--- src/rtl/fm_pkg.sv ---
// Shared types and constants for the FM frequency discriminator and its
// sequential divider.
package fm_pkg;

  typedef enum logic [1:0] {
    IDLE,
    CALC,
    DIV,
    DONE
  } state_t;

  localparam int              QFRAC     = 7;
  localparam logic signed [7:0] XMAX    = 8'sd127;
  localparam logic signed [7:0] XMIN    = 8'sh80;
  localparam int              DIV_STEPS = 7;

endpackage

--- src/rtl/fm_demod_if.sv ---
// Sample-in / message-out bundle for fm_demod. The master side supplies phase
// words and scaling words; the slave side returns the recovered message.
interface fm_demod_if #(
  parameter int W = 32
) ();

  logic [W-1:0]       phase_in;
  logic               phase_valid;
  logic [W-1:0]       kc;
  logic [W-1:0]       k_max;
  logic signed [7:0]  x_out;
  logic               x_valid;
  logic               busy;
  logic               overrun;
  logic               div_err;

  modport master (
    output phase_in, phase_valid, kc, k_max,
    input  x_out, x_valid, busy, overrun, div_err
  );

  modport slave (
    input  phase_in, phase_valid, kc, k_max,
    output x_out, x_valid, busy, overrun, div_err
  );

endinterface

--- src/rtl/fm_div_seq.sv ---
// Restoring divider producing QFRAC fractional quotient bits of mag/kmax,
// one bit per cycle; valid only when mag < kmax.
module fm_div_seq
  import fm_pkg::*;
#(
  parameter int W = 32
) (
  input  logic             clk,
  input  logic             rst_n,
  input  logic             start,
  input  logic [W-1:0]     mag,
  input  logic [W-1:0]     kmax,
  output logic [QFRAC-1:0] q,
  output logic             done
);

  // One extra bit keeps the doubled remainder exact when kmax >= 2^(W-1).
  logic [W:0] rem;
  logic [W:0] r2;
  logic [W:0] kmax_x;
  logic       q_bit;
  logic       run;
  logic [2:0] cnt;

  // NOTE: always_comb assigns every output on every path, so no latch is inferred.
  always_comb begin
    kmax_x = {1'b0, kmax};
    r2     = rem << 1;
    q_bit  = (r2 >= kmax_x);
  end

  // High in the cycle of the last step; q holds the full quotient after that edge.
  assign done = run && (cnt == 3'(DIV_STEPS - 1));

  // NOTE: sequential state uses non-blocking assignments so every register sees pre-edge values.
  always_ff @(posedge clk) begin
    if (!rst_n) begin
      rem <= '0;
      q   <= '0;
      cnt <= '0;
      run <= 1'b0;
    end else if (start) begin
      rem <= {1'b0, mag};
      q   <= '0;
      cnt <= '0;
      run <= 1'b1;
    end else if (run) begin
      rem <= q_bit ? (r2 - kmax_x) : r2;
      q   <= {q[QFRAC-2:0], q_bit};
      cnt <= cnt + 3'd1;
      if (done) run <= 1'b0;
    end
  end

endmodule

--- src/rtl/fm_demod.sv ---
// FM discriminator: x = (delta_phase - kc) * 128 / k_max, saturated to Q1.7,
// with constant latency from a sequential restoring divider.
module fm_demod
  import fm_pkg::*;
#(
  parameter int W = 32
) (
  input  logic     clk,
  input  logic     rst_n,
  fm_demod_if.slave bus
);

  state_t            state;
  logic              primed;
  logic [W-1:0]      phase_prev;
  logic [W-1:0]      dev_r;
  logic [W-1:0]      kmax_r;
  logic              sign_r, sat_r, zero_r;
  logic [W-1:0]      dev_next;
  logic [W-1:0]      mag;
  logic [QFRAC-1:0]  q;
  logic              div_done;
  logic signed [7:0] q_signed;
  logic signed [7:0] x_next;
  logic signed [7:0] x_out_r;
  logic              x_valid_r, busy_r, overrun_r, div_err_r;

  always_comb begin
    dev_next = bus.phase_in - phase_prev - bus.kc;
    // Unsigned magnitude, so the most negative deviation maps to 2^(W-1).
    mag      = dev_r[W-1] ? -dev_r : dev_r;
    q_signed = {1'b0, q};
    x_next   = sign_r ? -q_signed : q_signed;
    if (zero_r)     x_next = '0;
    else if (sat_r) x_next = sign_r ? XMIN : XMAX;
  end

  fm_div_seq #(.W(W)) u_div (
    .clk   (clk),
    .rst_n (rst_n),
    .start (state == CALC),
    .mag   (mag),
    .kmax  (kmax_r),
    .q     (q),
    .done  (div_done)
  );

  always_ff @(posedge clk) begin
    if (!rst_n) begin
      state      <= IDLE;
      primed     <= 1'b0;
      phase_prev <= '0;
      dev_r      <= '0;
      kmax_r     <= '0;
      sign_r     <= 1'b0;
      sat_r      <= 1'b0;
      zero_r     <= 1'b0;
      x_out_r    <= '0;
      x_valid_r  <= 1'b0;
      busy_r     <= 1'b0;
      overrun_r  <= 1'b0;
      div_err_r  <= 1'b0;
    end else begin
      // NOTE: pulse outputs default low each cycle and are raised only by the branch that fires.
      x_valid_r <= 1'b0;
      overrun_r <= 1'b0;
      div_err_r <= 1'b0;

      if (bus.phase_valid) begin
        phase_prev <= bus.phase_in;
        primed     <= 1'b1;
        if (primed && state != IDLE) overrun_r <= 1'b1;
      end

      case (state)
        IDLE: begin
          if (bus.phase_valid && primed) begin
            dev_r  <= dev_next;
            kmax_r <= bus.k_max;
            busy_r <= 1'b1;
            state  <= CALC;
          end
        end
        CALC: begin
          sign_r <= dev_r[W-1];
          sat_r  <= (mag >= kmax_r);
          zero_r <= (kmax_r == '0);
          state  <= DIV;
        end
        DIV: begin
          if (div_done) state <= DONE;
        end
        DONE: begin
          x_out_r   <= x_next;
          x_valid_r <= 1'b1;
          div_err_r <= zero_r;
          busy_r    <= 1'b0;
          state     <= IDLE;
        end
        default: state <= IDLE;
      endcase
    end
  end

  assign bus.x_out   = x_out_r;
  assign bus.x_valid = x_valid_r;
  assign bus.busy    = busy_r;
  assign bus.overrun = overrun_r;
  assign bus.div_err = div_err_r;

endmodule

--- src/flat_wrapper.sv ---
// flat-port wrapper written by rule: the top's interface ports become plain ports
module fm_demod_flat import fm_pkg::*;
#(
  parameter int W = 32
)
  (clk, rst_n, bus_phase_in, bus_phase_valid, bus_kc, bus_k_max, bus_x_out, bus_x_valid, bus_busy, bus_overrun, bus_div_err);
  fm_demod_if #(.W(W)) bus_i ();
  input  logic clk;
  input  logic rst_n;
  input wire logic [$bits(bus_i.phase_in)-1:0] bus_phase_in;
  input wire logic [$bits(bus_i.phase_valid)-1:0] bus_phase_valid;
  input wire logic [$bits(bus_i.kc)-1:0] bus_kc;
  input wire logic [$bits(bus_i.k_max)-1:0] bus_k_max;
  output wire logic [$bits(bus_i.x_out)-1:0] bus_x_out;
  output wire logic [$bits(bus_i.x_valid)-1:0] bus_x_valid;
  output wire logic [$bits(bus_i.busy)-1:0] bus_busy;
  output wire logic [$bits(bus_i.overrun)-1:0] bus_overrun;
  output wire logic [$bits(bus_i.div_err)-1:0] bus_div_err;
  assign bus_i.phase_in = bus_phase_in;
  assign bus_i.phase_valid = bus_phase_valid;
  assign bus_i.kc = bus_kc;
  assign bus_i.k_max = bus_k_max;
  assign bus_x_out = bus_i.x_out;
  assign bus_x_valid = bus_i.x_valid;
  assign bus_busy = bus_i.busy;
  assign bus_overrun = bus_i.overrun;
  assign bus_div_err = bus_i.div_err;
  fm_demod #(.W(W)) u_core (.clk(clk), .rst_n(rst_n), .bus(bus_i));
endmodule
--- config.mk ---
export PLATFORM = sky130hd
export DESIGN_NAME = fm_demod_flat
export DESIGN_NICKNAME = d
export VERILOG_FILES = /design/src/rtl/fm_pkg.sv /design/src/rtl/fm_demod_if.sv /design/src/rtl/fm_div_seq.sv /design/src/rtl/fm_demod.sv /design/src/flat_wrapper.sv
export SDC_FILE = /design/constraint.sdc
export NUM_CORES = 1
export LEC_CHECK = 0
export ABC_AREA = 1
export BUFFER_PORTS_ARGS = -buffer_cell sky130_fd_sc_hd__buf_2
export CORE_ASPECT_RATIO = 0.75
export CORE_UTILIZATION = 35
export CTS_BUF_LIST = sky130_fd_sc_hd__clkbuf_16
export DETAILED_ROUTE_END_ITERATION = 16
export HOLD_SLACK_MARGIN = 0.02
export MAX_ROUTING_LAYER = met4
export PLACE_DENSITY_LB_ADDON = 0.25
export SLEW_MARGIN = 20
export SYNTH_ARGS = -nofsm -noshare
export SYNTH_HDL_FRONTEND = slang
export SYNTH_SLANG_ARGS = --single-unit
--- constraint.sdc ---
create_clock -name clk -period 5.2 [get_ports clk]
set_input_delay 1.04 -clock clk [delete_from_list [all_inputs] [get_ports clk]]
set_output_delay 1.04 -clock clk [all_outputs]
set_load 0.02 [all_outputs]
==> impl_metrics.yaml <==
outcome:
  run_status: "completed"
cts:
  cts-root-buf: "clkbuf_16"
  path_clk_slew_ps: 80
  cts_tree: "built"
  htree_levels: 4
  clock-sinks: 157
  ctsResizeCount: 0
  ctsHoldBuffers: 0
  clkLatencyLatePin_ps: 460
  post-cts-setup-buffers: 0
  numCtsBuffers: 17
  cts_buffer_depth: 2
sta:
  finalClockSkew_ps: 11.0
  min_period_ps: 3520
  max_slew_margin: 0.299
  rsz0062_at_grt: "no"
  finalHoldViolCount: 0
  fin_hold_ws_ps: 465
  setup-tns-final_ps: 0
  fmax_ghz: 0.284
  timing.final.crit_share: 0.677
  finalMaxSlewViolations: 0
  finalSetupViolations: 0
  tightestPinTransition_ps: 1040
grt:
  grt_pass1_wl_um: 69800
  grt_max_degree: 50
  grt_use_total: 0.233
  antenna_found_initial: 0
  grt_pass1_vias: 12800
  grt-ovfl-total: 0
power:
  share_comb_of_total_power: 0.695
  p_leak_nw: 7.60
  p_per_area_nw_per_um2: 618
  seqPwrFrac: 0.166
  p_int_mw: 4.15
  ir_worst_vdd_mv: 0.411
  power.share.clock: 0.139
  switching_share: 0.556
  netSwitchingPower_mw: 5.20
die:
  io_pins: 111
  die-area_um2: 39400
  fp-row-count: 61
  core_um2: 37600
  die_y_um: 172
  start_util: 0.360
  fp.dieW_um: 229
logic_synthesis:
  yosysMostFrequentCell: "nand2_1"
  synth_edf_count: 0
  async_reset_ff_frac: 0
  synth.cell_area_um2: 13500
  synth_commonest_cells: "508 x nand2_1, 360 x inv_1, 227 x a21oi_1, 167 x nor2_1, 157 x dfxtp_1"
  synth_cells: 2134
  synth_cell_types: 46
  syn_area_per_cell_um2: 6.34
  synth.top_cells.by_area: "dfxtp_1 23%, nand2_1 14%, inv_1 10%"
  synth_area_leader_cell: "dfxtp_1"
  synth_seq_area_share: 0.232
  syn-num-nets: 2370
  synthFlopType: "dfxtp_1"
  ys_ff_latch: 157
  synth_top_area_frac: 0.232
  yosysWarnings: 0
finish:
  fin_nets: 2451
  drive_above_1_share: 0.0902
  antenna_cells: 0
  fillers: 4117
  syn_to_final_growth_pct: 11.7
critical_path:
  setup.worst_path.end_class: "register"
  critical-path-max-stage-delay_ps: 430
  crit_top_cell: "nand2_1"
  cp_data_arrival_time_ps: 3920
  reg2reg_depth: 17
  crit_fanout: 5
  cp_slowest_cell: "nor3_1"
  critical-path-top-delay-family: "simple AND/OR/NAND/NOR gates"
  startpoint_type: "register"
  crit_required_ps: 5600
  path_cells: "inv_1 > ha_1 > nand3_2 > nor2_1 > nand2_1 > o21ai_0 > nand2_1 > a21boi_0 > ha_1 > nand2_1 > inv_1 > nand3_1 > nor3_1 > nand3_1 > nand3_1 > nand2_1 > a21oi_1"
  path_class: "register to register"
  worst-path-buf-inv: 2
  cp.depth: 17
detailed_routing:
  first_iter_violations: 1277
  wl_per_cell_um: 16.0
  drc_errors: 0
  vias: 13800
  routed_wl_um: 43800
  dr.pass1.iters: 5
  vias_per_cell: 5.06
  ant_nets: 0
placed_design:
  place_hpwl_um: 35400
  io_buffers: 110
  place.gp.congestion: 0.989
hold_path:
  hp-class: "register to register"
  whs_path_depth: 2
job:
  maxCapViolCount: 0
## through the flow
stage | std cells | total power [mW] | cell area, um2 | worst slack [ps] | utilization
floorplan | 2134 | 6.40 | 13500 | 2210 | -
global placement | 2700 | 7.91 | 14500 | 1300 | 0.387
detailed placement | 2700 | 7.95 | 14500 | 1360 | 0.387
CTS | 2732 | 9.28 | 15100 | 1840 | 0.402
global route | 2732 | 10.2 | 15100 | 1340 | 0.402
finish | 2732 | 9.35 | 15100 | 1680 | 0.402
## registers in the layout, indices dropped and copies added (netlist names)
name and count:
u_core.sat_r 1, u_core.kmax_r 32, u_core.bus.div_err 1, u_core.bus.x_out 8, u_core.primed 1, u_core.u_div.rem 32
u_core.bus.busy 1, u_core.dev_r 32, u_core.phase_prev 32, u_core.u_div.run 1, u_core.state 2, u_core.u_div.cnt 3
u_core.zero_r 1, u_core.bus.x_valid 1, u_core.sign_r 1, u_core.u_div.q 7, u_core.bus.overrun 1
## power groups by stage
stage                     sequential, mW  combinational (mW)  clock (mW)
after detailed placement            1.58                6.37           0
after CTS                           1.55                6.40        1.33
after global placement              1.58                6.34           0
after floorplan                     1.52                4.87           0
after global routing                1.58                7.27        1.37
final                               1.55                6.50        1.29
## cells in the final DEF, fill, tap and decap left out, types with 6 or more instances in the layout
cell,netlist,routed
clkbuf_16,0,17
nand2_1,508,508
ha_1,105,105
a21boi_0,10,10
dfxtp_1,157,157
fa_1,32,32
clkinv_1,9,7
inv_1,360,359
nor2_2,11,12
nand3_1,142,142
nand4_1,27,27
o21ai_0,136,136
xor2_1,35,35
xnor2_1,16,16
o21bai_1,11,11
nor4_1,8,8
nor2_1,167,166
inv_6,0,6
buf_4,5,13
buf_2,8,110
inv_2,4,7
nand3_2,9,9
nand2_2,6,6
a22oi_1,15,15
a21oi_1,227,227
nor3_1,19,19
nand3b_1,23,23
## worst min-delay path: stages (launching register included)
cell and delay [ps]:
dfxtp_1 310, nand2_1 60, a21oi_1 50
## final timing paths
path                                           from                  end  slack, ps
worst min-delay path            u_core.bus.x_out[7]  u_core.bus.x_out[7]        470
worst min register to register  u_core.bus.x_out[7]  u_core.bus.x_out[7]        470
worst max register to register      u_core.dev_r[0]         u_core.sat_r       1680
worst max-delay path                u_core.dev_r[0]         u_core.sat_r       1680
## logic make-up after synthesis
logic type / share of synthesized area
AND/OR/NAND/NOR: 0.297
buffers and inverters: 0.125
AO/OA/AOI/OAI: 0.168
flip-flops: 0.232
adder cells (fa/ha/maj): 0.144
XOR/XNOR: 0.0330
## metal layers
metal,track usage,vias up,routed length (um)
li1,-,7016,-
met1,0.346,6374,22900
met2,0.328,400,17200
met3,0.0345,35,3110
met4,0.0533,0,569
met5,-,-,0
## area by class of cell
| cell class | count | area (um2) | share of cell area |
|---|---|---|---|
| Multi-Input combinational cell | 1543 | 8700 | 0.576 |
| Sequential cell | 157 | 3140 | 0.208 |
| Inverter | 373 | 1400 | 0.0927 |
| Timing Repair Buffer | 123 | 648 | 0.0429 |
| Tap cell | 504 | 631 | 0.0417 |
| Clock buffer | 17 | 425 | 0.0282 |
| Clock inverter | 15 | 166 | 0.0110 |
Note: power is estimated with default switching activity, not from simulation.
